==> src/rtl/jts16b_pkg.sv <==
// Shared types and defaults for the S16B sound-command consumer.
package jts16b_pkg;

  // Single-entry handshake states
  typedef enum logic [1:0] {
    IDLE = 2'd0,   // nothing latched
    PEND = 2'd1,   // command latched, NMI raised, waiting for the Z80 to read
    CLR  = 2'd2    // read acknowledged, waiting for the mapper to drop obf
  } sndcmd_st_e;

  localparam logic [7:0] CMD_PORT_DEF = 8'h40;
  localparam logic [7:0] STS_PORT_DEF = 8'h80;
  localparam int         NMI_LEN_DEF  = 4;
  localparam int         FIFO_AW_DEF  = 2;

  // Status byte seen by the Z80 on an STS_PORT read
  function automatic logic [7:0] sts_byte(input logic pending, input logic full,
                                          input logic [3:0] cnt);
    return {pending, full, 2'b00, cnt};
  endfunction

endpackage

==> src/rtl/jts16b_sndcmd_fifo.sv <==
// Small synchronous FIFO used to drain the mapper sound latch.
module jts16b_sndcmd_fifo #(
  parameter int AW = 2,
  parameter int DW = 8
) (
  input  logic          clk,
  input  logic          rst,
  input  logic          push,
  input  logic          pop,
  input  logic [DW-1:0] din,
  output logic [DW-1:0] head,
  output logic          full,
  output logic          empty,
  output logic [AW:0]   count
);

  localparam logic [AW:0] DEPTH = {1'b1, {AW{1'b0}}};

  logic [DW-1:0] mem [2**AW];
  logic [AW-1:0] wp, rp;
  logic          do_push, do_pop;

  assign do_push = push & ~full;
  assign do_pop  = pop & ~empty;
  assign head    = mem[rp];
  assign full    = count == DEPTH;
  assign empty   = count == '0;

  // Pointers wrap naturally; count tracks occupancy so full/empty are unambiguous
  always_ff @(posedge clk) begin
    if (rst) begin
      wp    <= '0;
      rp    <= '0;
      count <= '0;
    end else begin
      if (do_push) wp <= wp + 1'b1;
      if (do_pop)  rp <= rp + 1'b1;
      case ({do_push, do_pop})
        2'b10:   count <= count + 1'b1;
        2'b01:   count <= count - 1'b1;
        default: count <= count;
      endcase
    end
  end

  // Storage needs no reset: occupancy gates every read
  always_ff @(posedge clk) begin
    if (do_push) mem[wp] <= din;
  end

endmodule

==> src/rtl/jts16b_sndcmd.sv <==
// Z80-side consumer of the 315-5195 sound-command latch.
// Raises NMI when a command arrives, returns it on an I/O read of CMD_PORT,
// reports status on STS_PORT and pulses sndmap_rd to clear the mapper's obf.
// Optional build macro JTS16B_SNDCMD_FIFO_EN replaces the single-entry
// handshake with a FIFO that drains the mapper autonomously.
module jts16b_sndcmd
  import jts16b_pkg::*;
#(
  parameter logic [7:0] CMD_PORT = CMD_PORT_DEF,
  parameter logic [7:0] STS_PORT = STS_PORT_DEF,
  parameter int         NMI_LEN  = NMI_LEN_DEF,
  parameter int         FIFO_AW  = FIFO_AW_DEF
) (
  input  logic       rst,
  input  logic       clk,
  input  logic       cen,
  input  logic [7:0] sndmap_dout,
  input  logic       sndmap_obf,
  output logic       sndmap_rd,
  input  logic [7:0] z80_addr,
  input  logic       z80_iorqn,
  input  logic       z80_rdn,
  input  logic       z80_m1n,
  output logic [7:0] dout,
  output logic       dout_ok,
  output logic       nmin
);

  localparam logic [3:0] NMI_LEN4 = 4'(NMI_LEN);

  logic             rd_act, rd_act_l, rd_start;
  logic             cmd_hit, sts_hit, cmd_start, sts_start;
  logic [7:0]       cmd_r, rd_data;
  logic             nmi_trig;
  logic [3:0]       nmi_cnt;
  logic             q_empty, q_full;
  logic [FIFO_AW:0] q_cnt;

  // I/O read decode; interrupt-acknowledge cycles (M1 low) never match
  assign rd_act    = ~z80_iorqn & ~z80_rdn & z80_m1n;
  assign cmd_hit   = z80_addr == CMD_PORT;
  assign sts_hit   = z80_addr == STS_PORT;
  assign rd_start  = rd_act & ~rd_act_l;
  assign cmd_start = rd_start & cmd_hit;
  assign sts_start = rd_start & sts_hit;
  assign dout_ok   = rd_act & (cmd_hit | sts_hit);

  // Previous-cycle access flag so a long access counts as one read
  always_ff @(posedge clk) begin
    if (rst) rd_act_l <= 1'b0;
    else     rd_act_l <= rd_act;
  end

  // Read data is captured once at access start and held until the next one
  always_ff @(posedge clk) begin
    if (rst)            dout <= 8'h00;
    else if (sts_start) dout <= sts_byte(~q_empty, q_full, 4'(q_cnt));
    else if (cmd_start) dout <= rd_data;
  end

  // NMI pulse: reload on trigger (no gap on retrigger), count down on cen
  always_ff @(posedge clk) begin
    if (rst) begin
      nmi_cnt <= 4'd0;
      nmin    <= 1'b1;
    end else if (nmi_trig) begin
      nmi_cnt <= NMI_LEN4;
      nmin    <= 1'b0;
    end else if (cen && nmi_cnt != 4'd0) begin
      nmi_cnt <= nmi_cnt - 4'd1;
      nmin    <= nmi_cnt == 4'd1;
    end
  end

`ifdef JTS16B_SNDCMD_FIFO_EN

  logic       push, pop;
  logic [7:0] head;

  // Drain the mapper whenever there is room; skip the cycle right after a
  // pulse so the mapper's obf has time to drop before we look again
  assign push     = sndmap_obf & ~q_full & ~sndmap_rd;
  assign pop      = cmd_start & ~q_empty;
  assign rd_data  = q_empty ? cmd_r : head;
  assign nmi_trig = (push & q_empty) |
                    (pop & ((q_cnt > {{FIFO_AW{1'b0}}, 1'b1}) | push));

  jts16b_sndcmd_fifo #(.AW(FIFO_AW), .DW(8)) u_fifo (
    .clk   (clk),
    .rst   (rst),
    .push  (push),
    .pop   (pop),
    .din   (sndmap_dout),
    .head  (head),
    .full  (q_full),
    .empty (q_empty),
    .count (q_cnt)
  );

  // Mapper acknowledge and last-popped byte for reads on an empty FIFO
  always_ff @(posedge clk) begin
    if (rst) begin
      sndmap_rd <= 1'b0;
      cmd_r     <= 8'h00;
    end else begin
      sndmap_rd <= push;
      if (pop) cmd_r <= head;
    end
  end

`else

  sndcmd_st_e st;

  assign q_empty  = st != PEND;
  assign q_full   = 1'b0;
  assign q_cnt    = {{FIFO_AW{1'b0}}, st == PEND};
  assign rd_data  = cmd_r;
  assign nmi_trig = (st == IDLE) & sndmap_obf;

  // Single-entry handshake: obf stays set until the Z80 actually reads,
  // so the 68000 sees the latch busy for the whole time
  always_ff @(posedge clk) begin
    if (rst) begin
      st        <= IDLE;
      cmd_r     <= 8'h00;
      sndmap_rd <= 1'b0;
    end else begin
      sndmap_rd <= 1'b0;
      case (st)
        IDLE: if (sndmap_obf) begin
          cmd_r <= sndmap_dout;
          st    <= PEND;
        end
        PEND: if (cmd_start) begin
          sndmap_rd <= 1'b1;
          st        <= CLR;
        end else if (sndmap_obf) begin
          cmd_r <= sndmap_dout;     // keep the newest byte on overwrite
        end
        CLR: if (!sndmap_obf) st <= IDLE;
        default: st <= IDLE;
      endcase
    end
  end

`endif

endmodule

==> config.mk <==
export PLATFORM = sky130hd
export DESIGN_NAME = jts16b_sndcmd
export DESIGN_NICKNAME = d
export VERILOG_FILES = /design/src/rtl/jts16b_pkg.sv /design/src/rtl/jts16b_sndcmd_fifo.sv /design/src/rtl/jts16b_sndcmd.sv
export SDC_FILE = /design/constraint.sdc
export NUM_CORES = 1
export LEC_CHECK = 0
export ABC_CLOCK_PERIOD_IN_PS = 4050
export CAP_MARGIN = 20
export CORE_ASPECT_RATIO = 0.9
export CORE_MARGIN = 8
export CORE_UTILIZATION = 35
export CTS_CLUSTER_SIZE = 20
export DETAILED_ROUTE_END_ITERATION = 6
export MAX_ROUTING_LAYER = met4
export PLACE_DENSITY = 0.58
export SYNTH_ARGS = -nofsm -noshare
export SYNTH_HDL_FRONTEND = slang
export SYNTH_SLANG_ARGS = --single-unit
==> constraint.sdc <==
create_clock -name clk -period 4.05 [get_ports clk]
set_input_delay 1.215 -clock clk [delete_from_list [all_inputs] [get_ports clk]]
set_output_delay 1.215 -clock clk [all_outputs]
set_load 0.01 [all_outputs]
======== Yosys cells after proc, flatten, opt, wreduce, memory -nomap -nowiden ========
Index checks and enable logic that the tools add are counted.
storage, ports and cells
  register bits ........................... 25
  input port bits ......................... 23
  output and inout bits ................... 11
  logic and storage cells ................. 58
operators by class
  add/subtract/negate cells ............... 1
  eq/ne operators ......................... 10
  muxes and demuxes ....................... 14
  bitwise gates (word level) .............. 13
  reductions and logical operators ........ 11
operators with widths
  operator             number
  $mux 8               4
  $pmux 8 s2           1
  $eq 8x7->1 const B   1
  $eq 8x8->1 const B   1
  $ne 2x2->1 const B   4
  $and 1x1->1          7
  $mux 2               3
  $mux 3               2
  $pmux 2 s3           1
  $reduce_bool 2->1    3
  $reduce_or 2->1      3
  $not 1->1            5
  $eq 4x1->1 const B   1
  $reduce_bool 4->1    1
  $sub 4x1->4 const B  1
  $mux 1               3
  $reduce_and 3->1     1
  $eq 2x1->1 const B   1
  $eq 2x2->1 const B   1
  $logic_not 2->1      1
  $ne 2x1->1 const B   1
  $reduce_and 2->1     1
  $logic_and 1x1->1    1
  $or 1x1->1           1

======== Logic depth before layout (Yosys ltp) ========
  word-level depth ........................ 7
  mapped depth ............................ 6
  depth with buffers taken out ............ 6

======== Worst setup path after synthesis ========
OpenSTA, ideal clock, no wires.
  kind .................................... in2out
  start point ............................. input port z80_addr[1]
  end point ............................... output port dout_ok
  data arrival time ....................... 1.991 ns
  data required time ...................... 2.835 ns
  slack ................................... 0.844 ns
  cell stages on the path ................. 3
  path buffers ............................ 0
  path through ............................ nor4_4 > nand2_2 > nor3b_1
between the ends
  word-level cells in the longest chain between the ends .. 3
  elaborated cells on any way between the ends .. 4
  those cells by class .................... 2 x eq/ne; 2 x bitwise
ends and longest elaborated chain
  what                                             line                                      RTL
  start, declared                                  jts16b_sndcmd.sv:20                       input logic [7:0] z80_addr,
  $eq 8x7->1 / $eq 8x8->1 (equally long branches)  jts16b_sndcmd.sv:41, jts16b_sndcmd.sv:42
  $or 1x1->1 *                                     jts16b_sndcmd.sv:46                       assign dout_ok = rd_act & (cmd_hit | sts_hit);
  $and 1x1->1 *                                    jts16b_sndcmd.sv:46
  end, declared                                    jts16b_sndcmd.sv:25                       output logic dout_ok,
Mark *: on every way between the ends. The rest lies on a longest branch, timed or not.

======== Worst setup path in the final report ========
Ends and elaborated chain as after synthesis.

==> flow_summary.ini <==
[grt]
grt_max_degree = 36
grt-ovfl-total = 0
grt_use_total = 0.105
grt_pass1_wl_mm = 4.86
grt_pass1_vias = 1113
grt_antenna_before_repair = 0

[synthesis]
yosys.area.top_type = dfxtp_1
yosys_most_used_dff = dfxtp_1
synth-seq-cells = 25
synth_top_area_share = 0.392
synth_commonest_cells = dfxtp_1 (25), nand2b_1 (19), a21oi_1 (17)
synth_cells = 134
ys_async_sr_fraction = 0
synth_nets = 160
synthTopCellsByArea = dfxtp_1 (39%), nand2b_1 (9.3%), mux2i_1 (7.1%), a21oi_1 (6.7%), nor3b_1 (4.7%)
yosysMostFrequentCell = dfxtp_1
postSynthAreaPerCell_sq_um = 9.52
yosysWarnings = 0
seq_area_frac_synth = 0.392
ys_types = 36
synth-edff-count = 0
synth_area_sq_um = 1280

[timing]
fin_ws_ns = 0.280
whs_ns = 0.479
maxSlewHeadroom = 0.317
rsz0062_at_grt = false
fmax_mhz = 265
setup_violations = 0
period_needed_ns = 3.77
worst_pin_slew_ns = 1.02
finalClockSkew_ns = 0.00164
finalCritPeriodShare = 0.931
final.setup.tns_ns = 0
report.final.slew_viol_count = 0
hold_viol = 0

[route]
drc = 0
ant_nets = 0
num_vias = 1055
wl_met2_mm = 1.37
wirelength_met1_mm = 1.32
first_pass_iters = 5
topRoutingLayerUsed = met4
wl_met3_microns = 122
wl_per_cell_microns = 13.1
drtIter0Drc = 21
routed_wl_mm = 2.83
vias_per_cell = 4.88

[power_and_ir_drop]
power.leakage_uw = 0.000623
peakVddDrop_mv = 0.182
power.density_nw_per_um2 = 294

[finish]
fillCellCount = 358
drive_gt1_frac = 0.100
design_area_sq_um = 1720
nNetsFinal = 197
antenna_cells = 0
fin_util = 0.477
syn2layout_area_growth_pct = 34.5

[placed_design]
gp_congestion = 0.764
port_buffers = 33
dpl.hpwl_mm = 2.23
pre_cts_slack_ns = -0.0131
place_area_sq_um = 1670

[die]
die_w_microns = 79.7
die_y_microns = 73.3
die_area_sq_um = 5840
ios = 34
core_area_sq_um = 3600
rows = 21
initial_core_util = 0.355

[clock_network]
cts.sinks = 25
clockRootBuffer = clkbuf_8
postCtsSetupBuffers = 0
cts_tree = built
cts_buffers = 3
clock_latency_ns = 0.26
cts_max_path_buffers = 2
cts.htree.levels = 1
path_clk_slew_ns = 0.08

[worst_setup_path]
arrival_ns = 2.56
crit_required_ns = 2.83
r2r_cells = 5
rr_endpoint = nmi_cnt[1]$_SDFFE_PP0P_
critPathMaxFanout = 2
reg2reg_slack_ns = 2.43
start_kind = input port
critPathKind = in -> out
r2r_start = nmi_cnt[0]$_SDFFE_PP0P_
endpoint = dout_ok
crit_path_end_kind = output pin
worstSetupStartpoint = z80_addr[1]

[outcome]
status = finished, final reports clean

[worst_hold_path]
min_from = cmd_r[7]$_SDFFE_PP0P_
worstHoldPathType = reg -> reg

[flow_run]
drv_cap = 0
## sequential cells by signal, summed over array words and instances (netlist names)
signal     cells
cmd_r          8
st             2
rd_act_l       1
nmin           1
sndmap_rd      1
nmi_cnt        4
dout           8
## cell families (layout without fill, tap and decap cells)
logic type	after synthesis	in the layout	share of synthesized area
XOR/XNOR	3	3	0.0206
AND/OR/NAND/NOR	62	62	0.340
AO/OA/AOI/OAI	23	23	0.113
multiplexers	9	9	0.0706
buffers and inverters	9	45	0.0343
flip-flops	25	25	0.392
adder cells (fa/ha/maj)	3	3	0.0294
## worst min-delay path by stage
stage / cells past startpoint / slack [ns] / endpoint
detailed placement: 2 / 0.47 / cmd_r[1]$_SDFFE_PP0P_
floorplan: 2 / 0.45 / cmd_r[1]$_SDFFE_PP0P_
global placement: 2 / 0.46 / cmd_r[1]$_SDFFE_PP0P_
CTS: 2 / 0.48 / cmd_r[7]$_SDFFE_PP0P_
global route: 2 / 0.49 / cmd_r[7]$_SDFFE_PP0P_
finish: 2 / 0.48 / cmd_r[7]$_SDFFE_PP0P_
## worst max-delay path, stage by stage
cell,delay (ns)
clkdlybuf4s50_1,0.44
nor4_4,0.32
nand2_2,0.10
nor3b_1,0.19
dlygate4sd2_1,0.30
## metal layers
layer | track usage | vias up
met5 | - | -
met4 | 0.0246 | 0
met3 | 0.0269 | 2
met2 | 0.184 | 25
met1 | 0.117 | 476
li1 | - | 552
## what timing repair did
item	in CTS	in global routing
endpoints found under the hold margin	0	0
setup endpoints to repair	1	0
gates resized for setup	1	0
hold buffers	0	0
## cell type report
| cell class | count | area (sq um) | share of cell area |
|---|---|---|---|
| Inverter | 2 | 7.51 | 0.00437 |
| Clock buffer | 4 | 45.0 | 0.0262 |
| Sequential cell | 25 | 500 | 0.292 |
| Timing Repair Buffer | 39 | 374 | 0.218 |
| Tap cell | 46 | 57.6 | 0.0335 |
| Multi-Input combinational cell | 100 | 732 | 0.426 |
## power breakdown
group          internal [uW]  switching (uW)  leakage, uW
clock                   70.3            74.0    0.0000228
sequential               257            8.29     0.000204
combinational           55.0            40.6     0.000396
total                    383             123     0.000623
## metrics by stage
| step | power, uW | std cells |
|---|---|---|
| finish | 505 | 216 |
| global route | 533 | 216 |
| CTS | 513 | 216 |
| detailed placement | 368 | 212 |
| global placement | 364 | 212 |
| floorplan | 326 | 134 |
## layout by cell type, fill, tap and decap left out, drive strengths merged, types with 2 or more instances in the layout
| cell type | instances |
|---|---|
| a21oi | 17 |
| buf | 6 |
| clkbuf | 4 |
| clkdlybuf4s50 | 32 |
| dfxtp | 25 |
| ha | 3 |
| inv | 2 |
| mux2i | 9 |
| nand2 | 2 |
| nand2b | 19 |
| nand3 | 2 |
| nand3b | 7 |
| nand4b | 2 |
| nor2 | 6 |
| nor2b | 3 |
| nor3 | 3 |
| nor3b | 9 |
| nor4 | 3 |
| o32ai | 2 |
| xnor2 | 2 |
(Power assumes the default switching activity.)
